File: src/rtl/svm_window_score.sv
// Linear-SVM window scorer: multiplies each normalised HOG feature by a ROM weight,
// accumulates one dot product per detection window and emits score + bias and a detect flag.
module svm_window_score #(
   parameter int FEA_W       = 12,
   parameter int WGT_W       = 16,
   parameter int FEA_PER_WIN = 3780,
   parameter int ADDR_W      = 12,
   parameter int ACC_W       = 42,
   parameter int CNT_W       = 16
) (
   input  logic              clk,
   input  logic              rst,
   input  logic              frame_start,
   input  logic [FEA_W-1:0]  fea,
   input  logic              i_valid,
   input  logic [ACC_W-1:0]  bias,
   output logic [ADDR_W-1:0] wgt_addr,
   input  logic [WGT_W-1:0]  wgt_data,
   output logic [ACC_W-1:0]  score,
   output logic              detect,
   output logic              o_valid,
   output logic [CNT_W-1:0]  win_cnt
);

   // Handshake: i_valid qualifies fea for exactly one cycle and is always accepted
   // (no ready); o_valid is a single-cycle pulse qualifying score/detect/win_cnt.

   localparam int                PROD_W   = FEA_W + 1 + WGT_W;
   localparam logic [ADDR_W-1:0] LAST_IDX = ADDR_W'(FEA_PER_WIN - 1);

   logic [ADDR_W-1:0] idx_q, idx_d;
   logic              v1_q, v1_d;
   logic              first1_q, first1_d;
   logic              last1_q, last1_d;
   logic [FEA_W-1:0]  fea1_q, fea1_d;
   logic              v2_q, v2_d;
   logic              first2_q, first2_d;
   logic              last2_q, last2_d;
   logic [PROD_W-1:0] prod2_q, prod2_d;
   logic [ACC_W-1:0]  acc_q, acc_d;
   logic [ACC_W-1:0]  score_q, score_d;
   logic              detect_q, detect_d;
   logic              o_valid_q, o_valid_d;
   logic [CNT_W-1:0]  win_cnt_q, win_cnt_d;

   logic [ADDR_W-1:0] cur_idx;
   logic [PROD_W-1:0] fea_x;
   logic [PROD_W-1:0] wgt_x;
   logic [ACC_W-1:0]  prod_ext;
   logic [ACC_W-1:0]  acc_base;
   logic [ACC_W-1:0]  acc_sum;
   logic [ACC_W-1:0]  score_sum;

   // A frame_start feature is index 0 of a fresh window, so the ROM is addressed at 0.
   assign cur_idx  = frame_start ? '0 : idx_q;
   assign wgt_addr = cur_idx;

   always_comb begin
      fea_x     = {{(WGT_W + 1){1'b0}}, fea1_q};
      wgt_x     = {{(FEA_W + 1){wgt_data[WGT_W-1]}}, wgt_data};
      prod_ext  = {{(ACC_W - PROD_W){prod2_q[PROD_W-1]}}, prod2_q};
      acc_base  = first2_q ? '0 : acc_q;
      acc_sum   = acc_base + prod_ext;
      score_sum = acc_sum + bias;
   end

   always_comb begin
      idx_d     = idx_q;
      v1_d      = i_valid;
      first1_d  = first1_q;
      last1_d   = last1_q;
      fea1_d    = fea1_q;
      v2_d      = v1_q;
      first2_d  = first1_q;
      last2_d   = last1_q;
      prod2_d   = fea_x * wgt_x;
      acc_d     = acc_q;
      score_d   = score_q;
      detect_d  = detect_q;
      o_valid_d = 1'b0;
      win_cnt_d = win_cnt_q;

      if (i_valid) begin
         idx_d    = (cur_idx == LAST_IDX) ? '0 : cur_idx + 1'b1;
         first1_d = (cur_idx == '0);
         last1_d  = (cur_idx == LAST_IDX);
         fea1_d   = fea;
      end

      if (frame_start) begin
         // In-flight products belong to an aborted window and are dropped.
         if (!i_valid) idx_d = '0;
         v2_d      = 1'b0;
         win_cnt_d = '0;
      end else if (v2_q) begin
         acc_d = acc_sum;
         if (last2_q) begin
            score_d   = score_sum;
            detect_d  = !score_sum[ACC_W-1] && (score_sum != '0);
            o_valid_d = 1'b1;
            win_cnt_d = win_cnt_q + 1'b1;
         end
      end
   end

   always_ff @(posedge clk) begin
      if (!rst) begin
         idx_q     <= '0;
         v1_q      <= 1'b0;
         first1_q  <= 1'b0;
         last1_q   <= 1'b0;
         fea1_q    <= '0;
         v2_q      <= 1'b0;
         first2_q  <= 1'b0;
         last2_q   <= 1'b0;
         prod2_q   <= '0;
         acc_q     <= '0;
         score_q   <= '0;
         detect_q  <= 1'b0;
         o_valid_q <= 1'b0;
         win_cnt_q <= '0;
      end else begin
         idx_q     <= idx_d;
         v1_q      <= v1_d;
         first1_q  <= first1_d;
         last1_q   <= last1_d;
         fea1_q    <= fea1_d;
         v2_q      <= v2_d;
         first2_q  <= first2_d;
         last2_q   <= last2_d;
         prod2_q   <= prod2_d;
         acc_q     <= acc_d;
         score_q   <= score_d;
         detect_q  <= detect_d;
         o_valid_q <= o_valid_d;
         win_cnt_q <= win_cnt_d;
      end
   end

   assign score   = score_q;
   assign detect  = detect_q;
   assign o_valid = o_valid_q;
   assign win_cnt = win_cnt_q;

endmodule

File: config.mk
export PLATFORM = sky130hd
export DESIGN_NAME = svm_window_score
export DESIGN_NICKNAME = d
export VERILOG_FILES = /design/src/rtl/svm_window_score.sv
export SDC_FILE = /design/constraint.sdc
export NUM_CORES = 1
export LEC_CHECK = 0
export ABC_AREA = 1
export CAP_MARGIN = 5
export CORE_MARGIN = 3
export CORE_UTILIZATION = 66
export DETAILED_ROUTE_END_ITERATION = 8
export GPL_TIMING_DRIVEN = 0
export HOLD_SLACK_MARGIN = 0.03
export PLACE_DENSITY = 0.94
export SYNTH_ARGS = -nofsm -noshare
export SYNTH_HDL_FRONTEND = slang
export SYNTH_SLANG_ARGS = --single-unit
export TNS_END_PERCENT = 100
File: constraint.sdc
create_clock -name clk -period 14.17 [get_ports clk]
set_clock_uncertainty 0.1 [all_clocks]
set_input_delay 3.5425 -clock clk [delete_from_list [all_inputs] [get_ports clk]]
set_output_delay 3.5425 -clock clk [all_outputs]
set_load 0.02 [all_outputs]
# After elaboration in Yosys (flattened, before gate mapping)
# Cells that the tools add are included.
totals:
  register_bits: 161
  latchBits: 0
  ramBits: 0
  rom_bits: 0
  in_bits: 74
  out_inout_bits: 72
  wordCells: 39
  memories: 0
op_classes:
  add_sub_neg: 4
  multipliers: 1
  div: 0
  magnitude_cmp: 0
  eq_ne: 1
  n_shift: 0
  muxes: 7
  bitwise_logic: 3
  n_reduce_logical: 9
op_table:
  columns: ["op", "count"]
  rows:
  - ["$add A42 B42 Y42", 2]
  - ["$mux W12", 5]
  - ["$mux W42", 1]
  - ["$reduce_bool A42 Y1", 1]
  - ["$mul A13 B16 Y29", 1]
  - ["$add A16 B1 Y16 const B", 1]
  - ["$add A12 B1 Y12 const B", 1]
  - ["$eq A12 B12 Y1 const B", 1]
  - ["$logic_not A12 Y1", 1]
  - ["$reduce_and A2 Y1", 2]
  - ["$not A1 Y1", 3]
  - ["$reduce_and A3 Y1", 1]
  - ["$reduce_or A3 Y1", 1]
  - ["$reduce_or A2 Y1", 1]
  - ["$logic_and A1 B1 Y1", 1]
  - ["$logic_not A1 Y1", 1]
  - ["$mux W1", 1]

# Logic depth before layout (Yosys ltp)
logic_depth:
  ltp_word: 6
  ltp_mapped: 34
  ltp_nobuf: 33

# Worst setup path after synthesis
# OpenSTA, ideal clock, no wires.
synth_timing:
  path_type: "input -> register"
  from: "input port wgt_data[7]"
  to: "register prod2_q[28]"
  arrival_time_ns: 8.020
  required_ns: 13.957
  path_slack_ns: 5.937
  path_stages: 24
  path_cell_list: "clkbuf_1 nand2_1 fa_1 inv_1 fa_1 inv_1 fa_1 inv_1 fa_1 fa_1 ha_1 a21o_1 a21oi_1 nand2_1 a21boi_2 inv_2 nand2_1 nand2_1 a21oi_2 o21ai_2 nand2_1 nand2_1 nor2_1 nor2_1"
synth_via:
  elab_chain_cells: 1
synth_lines:
  columns: ["item", "line_no", "source"]
  rows:
  - ["start, declared", "18", "input logic [WGT_W-1:0] wgt_data,"]
  - ["$mul A13 B16 Y29", "76", "prod2_d = fea_x * wgt_x;"]
  - ["end signal, assigned", "131", "prod2_q <= prod2_d;"]
  - ["end, declared", "39", "logic [PROD_W-1:0] prod2_q, prod2_d;"]
# Every way passes these cells.
# A chain may end at the register's enable or synchronous reset.

# Worst setup path after layout
layout_timing:
  from: "input port wgt_data[7]"
  to: "register prod2_q[21]"
# Same word-level chain as after synthesis.

==> impl_metrics.tcl <==
set metrics [dict create \
    period_needed_ps 9276 \
    avgSynthCellArea_um2 6.587 \
    status "finished, final reports clean" \
    relSlewSlack 0.4700 \
    grt_pass1_wl_um 96050 \
    clkLatencyLatePin_ps 450 \
    worstSetupPathType "input port to register" \
    crit_path_max_fanout 10 \
    wire_per_inst_um 17.21 \
    syn-num-nets 3370 \
    drcViolationCount 0 \
    place_ws_ps 4497 \
    numPlacedInstances 3491 \
    htree_levels 4 \
    finalSetupViolations 0 \
    power_density_nw_per_um2 132.0 \
    synth_area_um2 19520 \
    wl_met2_um 29130 \
    antenna_left 0 \
    reg2reg_depth 26 \
    hold_path_class "register to register" \
    synthCells 2963 \
    wl_met1_um 23190 \
    fin_cells 3523 \
    io_buffers 144 \
    viasPerCell 5.578 \
    reg2reg_from "fea1_q[5]" \
    highest-signal-layer "met4" \
    irDropWorstVdd_mv 0.09944 \
    synth_cell_types 54 \
    syn_to_final_growth_pct 12.89 \
    grt_max_degree 18 \
    wl_um 60650 \
    worst_pin_slew_ps 794.9 \
    post_cts_buffers 0 \
    row_count 62 \
    whs_endpoint "v2_q" \
    holdPathStages 2 \
    fin_area_um2 22030 \
    worstHoldStart "v1_q" \
    ys_seq_elements 161 \
    diodes 0 \
    crit_path_start_kind "input port" \
    start_util 0.6745 \
    timing.rr.end "prod2_q[28]" \
    fmax_ghz 0.1078 \
    dp_hpwl_um 49780 \
    hold_viol_final 0 \
    fin_crit_sh 0.6547 \
    nNetsFinal 3533 \
    synth_edf_count 0 \
    crit_required_ps 14430 \
    clk_pin_slew_worst_paths_ps 70 \
    cts_tree "yes" \
    r2r_setup_slack_ps 7860 \
    coreArea_um2 28940 \
    setup_ws_ps 4894 \
    whs_ps 314.1 \
    worst-endpoint-arrival_ps 9540 \
    cts_hold_buf 0 \
    p_leak_nw 12.20 \
    rsz0062_at_grt "false" \
    antenna_found_initial 0 \
    grt_overflow 0 \
    synth_ff_type "dfxtp_1" \
    synth_warnings 0 \
    cts-resized-gates 0 \
    synth-seq-area-share 0.1651 \
    final_layout_size_suffix_gt1_frac 0.02931 \
    wl_met3_um 4868 \
    grt_usage 0.3844 \
    dr.first_iter.drc_count 1705 \
    async_flop_share 0 \
    clockBufferDepth 2 \
    die_x_um 178.0 \
    grt_pass1_vias 19530 \
    io_pins 146 \
    placed_cell_area_um2 21440 \
    cp-end-kind "register" \
    tns_ps 0 \
    final_util 0.7614 \
    drv_cap 0 \
    die_h_um 178.0 \
    gp_congestion 0.9985 \
    drt_pass1_iterations 8 \
    cts_inserted_buffers 17 \
    cts_root_buffer "clkbuf_16" \
    slew_violations 0 \
    die_area_um2 31670 \
    p_total_mw 2.907 \
    vias 19650 \
    cts_sinks 161 \
]
## synthesized netlist by cell type (23+ instances only)
master,n,share of area
dfxtp_1,161,0.17
ha_1,153,0.098
inv_1,705,0.14
nor3_1,23,0.0059
o21ai_0,133,0.034
nand3_1,78,0.020
clkbuf_1,70,0.013
o211ai_1,30,0.012
a21oi_1,189,0.048
fa_1,180,0.18
xor2_1,38,0.017
nor2_1,282,0.054
nand4_1,24,0.0077
nand2_1,722,0.14
## layer usage
metal | up-vias | global-route usage
met5 | - | 0
met4 | 0 | 0.2075
met3 | 214 | 0.06461
met2 | 983 | 0.6610
met1 | 9114 | 0.4576
li1 | 9342 | -
## sequential cells by signal (all words and copies together), names as in the netlist
name and count:
fea1_q 12, first1_q 1, last1_q 1, v1_q 1
o_valid 1, prod2_q 29, first2_q 1, idx_q 12
win_cnt 16, v2_q 1, detect 1, last2_q 1
score 42, acc_q 42
## worst max-delay path, cell delays in order
cell and delay (ps):
clkdlybuf4s50_1 550, clkbuf_1 470, nand2_1 170, fa_1 550
inv_1 50, fa_1 490, inv_1 60, fa_1 480
fa_1 510, fa_1 490, inv_1 40, ha_1 350
a21oi_1 220, o21ai_0 210, a21oi_1 310, o21ai_0 220
a21oi_1 230, inv_1 100, a21oi_1 180, o21ai_0 100
a21oi_1 200
## report_power, final
| group | internal [mW] | total, mW | switching, mW |
|---|---|---|---|
| registers | 0.493 | 0.522 | 0.0293 |
| logic | 0.644 | 1.91 | 1.26 |
| clock network | 0.253 | 0.480 | 0.227 |
## layout by cell type (no fill, tap or decap), types with 15 or more instances in the layout
master / instances
nand2_1: 722
inv_1: 705
nor2_1: 282
a21oi_1: 189
fa_1: 180
dfxtp_1: 161
ha_1: 153
clkdlybuf4s50_1: 144
o21ai_0: 133
nand3_1: 78
clkbuf_1: 71
xor2_1: 38
o211ai_1: 30
nand4_1: 24
nor3_1: 23
nand2_2: 20
clkbuf_16: 17
nand3b_1: 16
xnor2_1: 15
## worst max-delay path by stage
stage                       from          end
floorplan            wgt_data[7]  prod2_q[28]
global placement    wgt_data[15]  prod2_q[27]
detailed placement  wgt_data[15]  prod2_q[27]
CTS                 wgt_data[15]  prod2_q[27]
global route        wgt_data[15]  prod2_q[27]
finish               wgt_data[7]  prod2_q[21]
## cell families after synthesis
logic type      after synthesis  synth area share
flops                       161            0.1651
buf+inv                     791            0.1525
xor+xnor                     54           0.02462
simple gates               1200            0.2534
compound gates              424            0.1216
fa+ha+maj                   333            0.2827
## final cells by class
| class | instances | area [um2] |
|---|---|---|
| Clock buffer | 18 | 429.2 |
| Fill cell | 2233 | 6903 |
| Timing Repair Buffer | 144 | 1441 |
| Clock inverter | 14 | 165.2 |
| Sequential cell | 161 | 3223 |
| Inverter | 708 | 2658 |
| Tap cell | 384 | 480.5 |
| Multi-Input combinational cell | 2011 | 13320 |
| Buffer | 83 | 317.8 |
Note: power is estimated with default switching activity, not from simulation.
